===== config.mk =====
export PLATFORM = sky130hd
export DESIGN_NAME = afifo_rd_capture_buf_flat
export DESIGN_NICKNAME = d
export VERILOG_FILES = /design/src/rtl/afifo_rd_capture_buf_if.sv /design/src/rtl/afifo_rd_capture_buf.sv /design/src/flat_wrapper.sv
export SDC_FILE = /design/constraint.sdc
export NUM_CORES = 1
export LEC_CHECK = 0
export BUFFER_PORTS_ARGS = -buffer_cell sky130_fd_sc_hd__buf_4
export CORE_MARGIN = 2
export CORE_UTILIZATION = 30
export CTS_CLUSTER_SIZE = 25
export DETAILED_ROUTE_END_ITERATION = 10
export GPL_ROUTABILITY_DRIVEN = 0
export PLACE_DENSITY_LB_ADDON = 0.1
export SLEW_MARGIN = 10
export SYNTH_ARGS = -nofsm -noshare
export SYNTH_HDL_FRONTEND = slang
export SYNTH_SLANG_ARGS = --single-unit

===== constraint.sdc =====
create_clock -name rclk -period 7.5 [get_ports rclk]
set_input_delay 0.375 -clock rclk [delete_from_list [all_inputs] [get_ports rclk]]
set_output_delay 0.375 -clock rclk [all_outputs]
set_load 0.01 [all_outputs]

===== src/rtl/afifo_rd_capture_buf_if.sv =====
// Drain-side valid/ready bus of the read capture buffer.
// AFIFO_RD_CAPTURE_TIMESTAMP_EN adds the out_ts field.
interface afifo_rd_capture_buf_if #(
   parameter int DATA_WIDTH = 32,
   parameter int SEQ_WIDTH  = 16
);
   logic                  out_valid;
   logic                  out_ready;
   logic [DATA_WIDTH-1:0] out_data;
   logic [SEQ_WIDTH-1:0]  out_seq;
`ifdef AFIFO_RD_CAPTURE_TIMESTAMP_EN
   logic [SEQ_WIDTH-1:0]  out_ts;
`endif

   modport master (
`ifdef AFIFO_RD_CAPTURE_TIMESTAMP_EN
      output out_ts,
`endif
      output out_valid, out_data, out_seq,
      input  out_ready
   );

   modport slave (
`ifdef AFIFO_RD_CAPTURE_TIMESTAMP_EN
      input  out_ts,
`endif
      input  out_valid, out_data, out_seq,
      output out_ready
   );
endinterface


===== src/rtl/afifo_rd_capture_buf.sv =====
// Read-domain capture of successful FIFO reads into a tagged circular buffer with FWFT drain.
// Optional macro AFIFO_RD_CAPTURE_TIMESTAMP_EN stores a free-running cycle stamp per entry.
module afifo_rd_capture_buf #(
   parameter int DATA_WIDTH  = 32,
   parameter int BUF_DEPTH   = 16,
   parameter int SEQ_WIDTH   = 16,
   parameter int STOP_ON_OVF = 0
) (
   input  logic                         rclk,
   input  logic                         rrst,
   input  logic                         cap_en,
   input  logic                         clr_halt,
   input  logic                         rinc,
   input  logic                         rempty,
   input  logic [DATA_WIDTH-1:0]        rdata,
   afifo_rd_capture_buf_if.master       drain,
   output logic [$clog2(BUF_DEPTH):0]   level,
   output logic [SEQ_WIDTH-1:0]         drop_cnt,
   output logic [SEQ_WIDTH-1:0]         unf_cnt,
   output logic                         halted
);
   localparam int AW = $clog2(BUF_DEPTH);
   localparam int LW = AW + 1;
`ifdef AFIFO_RD_CAPTURE_TIMESTAMP_EN
   localparam int EW = DATA_WIDTH + 2 * SEQ_WIDTH;
`else
   localparam int EW = DATA_WIDTH + SEQ_WIDTH;
`endif

   typedef enum logic [1:0] {IDLE = 2'd0, RUN = 2'd1, HALT = 2'd2} state_t;

   state_t            state_reg, state_next;
   logic              capture;
   logic [EW-1:0]     mem [BUF_DEPTH];
   logic [AW-1:0]     wr_ptr_reg, rd_ptr_reg, rd_ptr_inc;
   logic [LW-1:0]     level_reg, level_next;
   logic [SEQ_WIDTH-1:0] seq_reg, drop_reg, unf_reg;
   logic              out_valid_reg;
   logic [EW-1:0]     out_entry_reg, push_entry;
   logic              rd_evt, unf_evt, pop, full, push_req, push, drop;

   assign rd_evt     = rinc && !rempty;
   assign unf_evt    = rinc && rempty;
   assign pop        = out_valid_reg && drain.out_ready;
   assign full       = (level_reg == LW'(BUF_DEPTH));
   assign push_req   = capture && rd_evt;
   // A pop frees the slot in the same cycle, so a push at full only drops without one.
   assign push       = push_req && (!full || pop);
   assign drop       = push_req && full && !pop;
   assign rd_ptr_inc = rd_ptr_reg + AW'(1);

`ifdef AFIFO_RD_CAPTURE_TIMESTAMP_EN
   logic [SEQ_WIDTH-1:0] ts_reg;

   always_ff @(posedge rclk) begin
      if (rrst) ts_reg <= '0;
      else      ts_reg <= ts_reg + SEQ_WIDTH'(1);
   end

   assign push_entry   = {rdata, seq_reg, ts_reg};
   assign drain.out_ts = out_entry_reg[SEQ_WIDTH-1:0];
`else
   assign push_entry   = {rdata, seq_reg};
`endif

   // FSM: state register
   always_ff @(posedge rclk) begin
      if (rrst) state_reg <= IDLE;
      else      state_reg <= state_next;
   end

   // FSM: next state; a drop takes precedence over cap_en falling
   always_comb begin
      state_next = state_reg;
      case (state_reg)
         IDLE: if (cap_en) state_next = RUN;
         RUN: begin
            if ((STOP_ON_OVF != 0) && drop) state_next = HALT;
            else if (!cap_en)               state_next = IDLE;
         end
         HALT:    if (clr_halt) state_next = IDLE;
         default: state_next = IDLE;
      endcase
   end

   // FSM: outputs
   always_comb begin
      capture = (state_reg == RUN);
      halted  = (state_reg == HALT);
   end

   always_comb begin
      level_next = level_reg;
      case ({push, pop})
         2'b10:   level_next = level_reg + LW'(1);
         2'b01:   level_next = level_reg - LW'(1);
         default: level_next = level_reg;
      endcase
   end

   always_ff @(posedge rclk) begin
      if (push) mem[wr_ptr_reg] <= push_entry;
   end

   // Output register holds the head entry; an incoming push bypasses the RAM when it becomes head.
   always_ff @(posedge rclk) begin
      if (rrst) begin
         out_valid_reg <= 1'b0;
         out_entry_reg <= '0;
      end else begin
         out_valid_reg <= (level_next != '0);
         if (push && (level_reg == '0 || (pop && level_reg == LW'(1))))
            out_entry_reg <= push_entry;
         else if (pop && level_reg > LW'(1))
            out_entry_reg <= mem[rd_ptr_inc];
      end
   end

   always_ff @(posedge rclk) begin
      if (rrst) begin
         wr_ptr_reg <= '0;
         rd_ptr_reg <= '0;
         level_reg  <= '0;
         seq_reg    <= '0;
         drop_reg   <= '0;
         unf_reg    <= '0;
      end else begin
         level_reg <= level_next;
         if (push)     wr_ptr_reg <= wr_ptr_reg + AW'(1);
         if (pop)      rd_ptr_reg <= rd_ptr_inc;
         if (push_req) seq_reg    <= seq_reg + SEQ_WIDTH'(1);
         if (drop && drop_reg != '1)   drop_reg <= drop_reg + SEQ_WIDTH'(1);
         if (unf_evt && unf_reg != '1) unf_reg  <= unf_reg + SEQ_WIDTH'(1);
      end
   end

   assign drain.out_valid = out_valid_reg;
   assign drain.out_data  = out_entry_reg[EW-1 -: DATA_WIDTH];
   assign drain.out_seq   = out_entry_reg[EW-DATA_WIDTH-1 -: SEQ_WIDTH];
   assign level           = level_reg;
   assign drop_cnt        = drop_reg;
   assign unf_cnt         = unf_reg;
endmodule

===== src/flat_wrapper.sv =====
// flat-port wrapper written by rule: the top's interface ports become plain ports
module afifo_rd_capture_buf_flat 
#(
   parameter int DATA_WIDTH  = 32,
   parameter int BUF_DEPTH   = 16,
   parameter int SEQ_WIDTH   = 16,
   parameter int STOP_ON_OVF = 0
)
  (rclk, rrst, cap_en, clr_halt, rinc, rempty, rdata, level, drop_cnt, unf_cnt, halted, drain_out_valid, drain_out_data, drain_out_seq, drain_out_ready);
  afifo_rd_capture_buf_if #(.DATA_WIDTH(DATA_WIDTH), .SEQ_WIDTH(SEQ_WIDTH)) drain_i ();
  input  logic rclk;
  input  logic rrst;
  input  logic cap_en;
  input  logic clr_halt;
  input  logic rinc;
  input  logic rempty;
  input  logic [DATA_WIDTH-1:0] rdata;
  output logic [$clog2(BUF_DEPTH):0] level;
  output logic [SEQ_WIDTH-1:0] drop_cnt;
  output logic [SEQ_WIDTH-1:0] unf_cnt;
  output logic halted;
  output wire logic [$bits(drain_i.out_valid)-1:0] drain_out_valid;
  output wire logic [$bits(drain_i.out_data)-1:0] drain_out_data;
  output wire logic [$bits(drain_i.out_seq)-1:0] drain_out_seq;
  input wire logic [$bits(drain_i.out_ready)-1:0] drain_out_ready;
  assign drain_out_valid = drain_i.out_valid;
  assign drain_out_data = drain_i.out_data;
  assign drain_out_seq = drain_i.out_seq;
  assign drain_i.out_ready = drain_out_ready;
  afifo_rd_capture_buf #(.DATA_WIDTH(DATA_WIDTH), .BUF_DEPTH(BUF_DEPTH), .SEQ_WIDTH(SEQ_WIDTH), .STOP_ON_OVF(STOP_ON_OVF)) u_core (.rclk(rclk), .rrst(rrst), .cap_en(cap_en), .clr_halt(clr_halt), .rinc(rinc), .rempty(rempty), .rdata(rdata), .drain(drain_i), .level(level), .drop_cnt(drop_cnt), .unf_cnt(unf_cnt), .halted(halted));
endmodule

==> run_results.csv <==
group,metric,value,unit
cells_and_area,instances_no_fill,3741,
global_routing,grt_usage,15.6,%
detailed_routing,avgRoutedWirePerCell,24.6,µm
worst_setup_path,arrival,4.39,ns
logic_synthesis,yosysWarnings,0,
cts,cts.path.max_buffers,3,
logic_synthesis,synth_cell_types,55,
timing,fin_crit_sh,54.6,%
detailed_routing,vias,18376,
cts,post_cts_buffers,0,
run_status,status,"finished clean",
min_path,worst_hold_path.num_cells,1,
cts,cts_tree,"yes",
logic_synthesis,syn-instance-count,1976,
power_and_ir_drop,irDropWorstVdd,0.000167,V
timing,fmax,244,MHz
global_routing,grt_overflow,0,
placement,io_buffers,123,
floorplan,die_width,342,µm
logic_synthesis,ys_ff_latch,879,
logic_synthesis,synth_fp_nets,2029,
floorplan,fp-row-count,123,
floorplan,die_h,342,µm
floorplan,ios,126,
cells_and_area,final_cell_mix,"edfxtp_1, nand2_1, mux4_2, buf_4, a21oi_1",
logic_synthesis,syn_avg_cell_area,17.3,µm²
detailed_routing,dr.pass1.iters,5,
timing,maxSlewViolCount,0,
timing,worst_slack,3.41,ns
cells_and_area,final_util,35.9,%
placement,place_hpwl,44600,µm
power_and_ir_drop,p_total,10600,µW
floorplan,core_area,0.113,mm²
cells_and_area,multiInputGateArea,0.00858,mm²
timing,worst_pin_slew,1.15,ns
detailed_routing,ant_nets,0,
worst_setup_path,startpoint_type,"register",
cells_and_area,largest_reg_flops,768,
worst_setup_path,critPathKind,"register to register",
flow_run,cap_violations,0,
logic_synthesis,yosys.area.top_type_share,67.3,%
worst_setup_path,r2r_cells,7,
timing,setup_violations,0,
cts,post_cts_resized,0,
cells_and_area,antenna_cells,0,
cts,htreeDepth,3,
logic_synthesis,yosysSeqAreaShare,73.8,%
global_routing,grt_pass1_vias,19312,
logic_synthesis,ys_top_cells_by_area,"edfxtp_1, mux4_2, dfxtp_1",
power_and_ir_drop,cellLeakagePower,0.0129,µW
timing,skew,0.0277,ns
cts,clock-sinks,879,
detailed_routing,drc,0,
logic_synthesis,synth_ff_type,"edfxtp_1",
cells_and_area,nets,2208,
cts,cts_buffers,99,
detailed_routing,drt_iter0_drc,1387,
logic_synthesis,synth-async-reset-ratio,0,%
cells_and_area,nFillCells,10726,
cells_and_area,area.sequential,0.0253,mm²
logic_synthesis,syn_area,0.0343,mm²
worst_setup_path,path_max_fanout,25,
min_path,hold_class,"input pin to register",
global_routing,grt_first_pass_wirelength,132000,µm
timing,min_period,4.09,ns
floorplan,die_area,0.117,mm²
global_routing,antenna_found_initial,1,
detailed_routing,drt-vias-per-instance,4.91,
placement,placed_cells,3523,
logic_synthesis,synth_edf_count,768,
detailed_routing,wl,91900,µm
placement,pre_cts_ws,3.30,ns
cts,clockRootBuffer,"clkbuf_16",
timing,finalHoldViolCount,0,
timing,max-slew-margin-rel,23.3,%
timing,fin_tns_setup,0,ns
cts,clk_pin_slew,0.06,ns
floorplan,initial_utilization,30.3,%
timing,rsz0062_at_grt,"no",
cells_and_area,drive_above_1_share,23.8,%
worst_setup_path,endpoint_kind,"register",
worst_setup_path,cp.required,7.80,ns
power_and_ir_drop,p_per_area,261,mW/mm²
logic_synthesis,yosysTopAreaCell,"edfxtp_1",
cells_and_area,area_growth,18.4,%
cells_and_area,final_common_cell,"edfxtp_1",
cts,insertion_delay,0.68,ns
global_routing,grt_max_degree,100,
routing by layer:
layer  vias to the layer above  global-route usage, %  routed length, µm
li1                       8100                      -                  -
met1                      9739                   21.1              41100
met2                       420                   26.2              44800
met3                       117                   2.82               4370
met4                         0                   3.73               1650
met5                         -                      0                  0
worst paths after layout:
| path | startpoint | to | slack (ns) |
|---|---|---|---|
| setup reg to reg | u_core.level[0]$_SDFF_PP0_ | u_core.mem[15][46]$_DFFE_PP_ | 3.41 |
| hold / removal | rdata[27] | u_core.mem[0][43]$_DFFE_PP_ | 0.04 |
| hold reg to reg | u_core.rd_ptr_reg[3]$_SDFFE_PP0P_ | u_core.rd_ptr_reg[3]$_SDFFE_PP0P_ | 0.50 |
| setup / recovery | u_core.level[0]$_SDFF_PP0_ | u_core.mem[15][46]$_DFFE_PP_ | 3.41 |
critical path, cell delays in order, from the launching register on:
cell and delay (ns):
dfxtp_1 0.55, inv_1 0.15, ha_1 0.24, a21boi_0 0.22, a21oi_2 0.54, nand2_1 0.40
nor2_4 0.96, buf_4 0.59
Yosys cell counts, types with 6 or more instances:
| library cell | n |
|---|---|
| nor3_1 | 16 |
| dfxtp_1 | 111 |
| inv_1 | 16 |
| mux4_2 | 192 |
| nand4_1 | 12 |
| ha_1 | 14 |
| a21oi_1 | 155 |
| buf_1 | 17 |
| or3_1 | 54 |
| buf_2 | 36 |
| nand2_1 | 260 |
| edfxtp_1 | 768 |
| nor2_1 | 72 |
| o21ai_0 | 7 |
| nor4_1 | 8 |
| xor2_1 | 13 |
| xnor2_1 | 32 |
| nand3_1 | 64 |
| mux2i_1 | 8 |
| a31oi_1 | 6 |
| clkbuf_1 | 53 |
timing repair:
item / 4_1_cts / 5_1_grt
setup endpoints to repair: 0 / 0
hold buffers: 31 / 0
hold endpoints to repair: 445 / 0
cells by family (layout without fill, tap and decap cells):
family	after synthesis	after routing	share of synthesized area, %
buffers and inverters	128	393	1.63
other	1	1	0.0109
DFF	879	879	73.8
adders and majority gates	14	14	0.511
muxes	203	203	13.0
and+or+nand+nor	517	517	6.94
AOI/OAI and AO/OA	189	189	2.99
xor gates and xnor gates	45	45	1.15
per-stage QoR:
step / cell area (µm²) / hold WS, ns
5_1_grt: 40600 / 0.0241
3_3_place_gp: 37000 / 0.481
3_5_place_dp: 37000 / 0.488
4_1_cts: 40600 / 0.00489
2_1_floorplan: 34300 / 0.454
6_report: 40600 / 0.0397
cell type report:
class	instances	area share (%)
Sequential cell	879	62.3
Multi-Input combinational cell	969	21.1
Clock buffer	134	6.60
Tap cell	1500	4.63
Timing Repair Buffer	190	3.77
Clock inverter	53	1.40
Inverter	16	0.148
report_power, final:
| part | switching (µW) | internal, µW |
|---|---|---|
| clock network | 1990 | 2830 |
| registers | 14.9 | 5300 |
| logic | 250 | 204 |
Power figures use the tool's default switching activity.
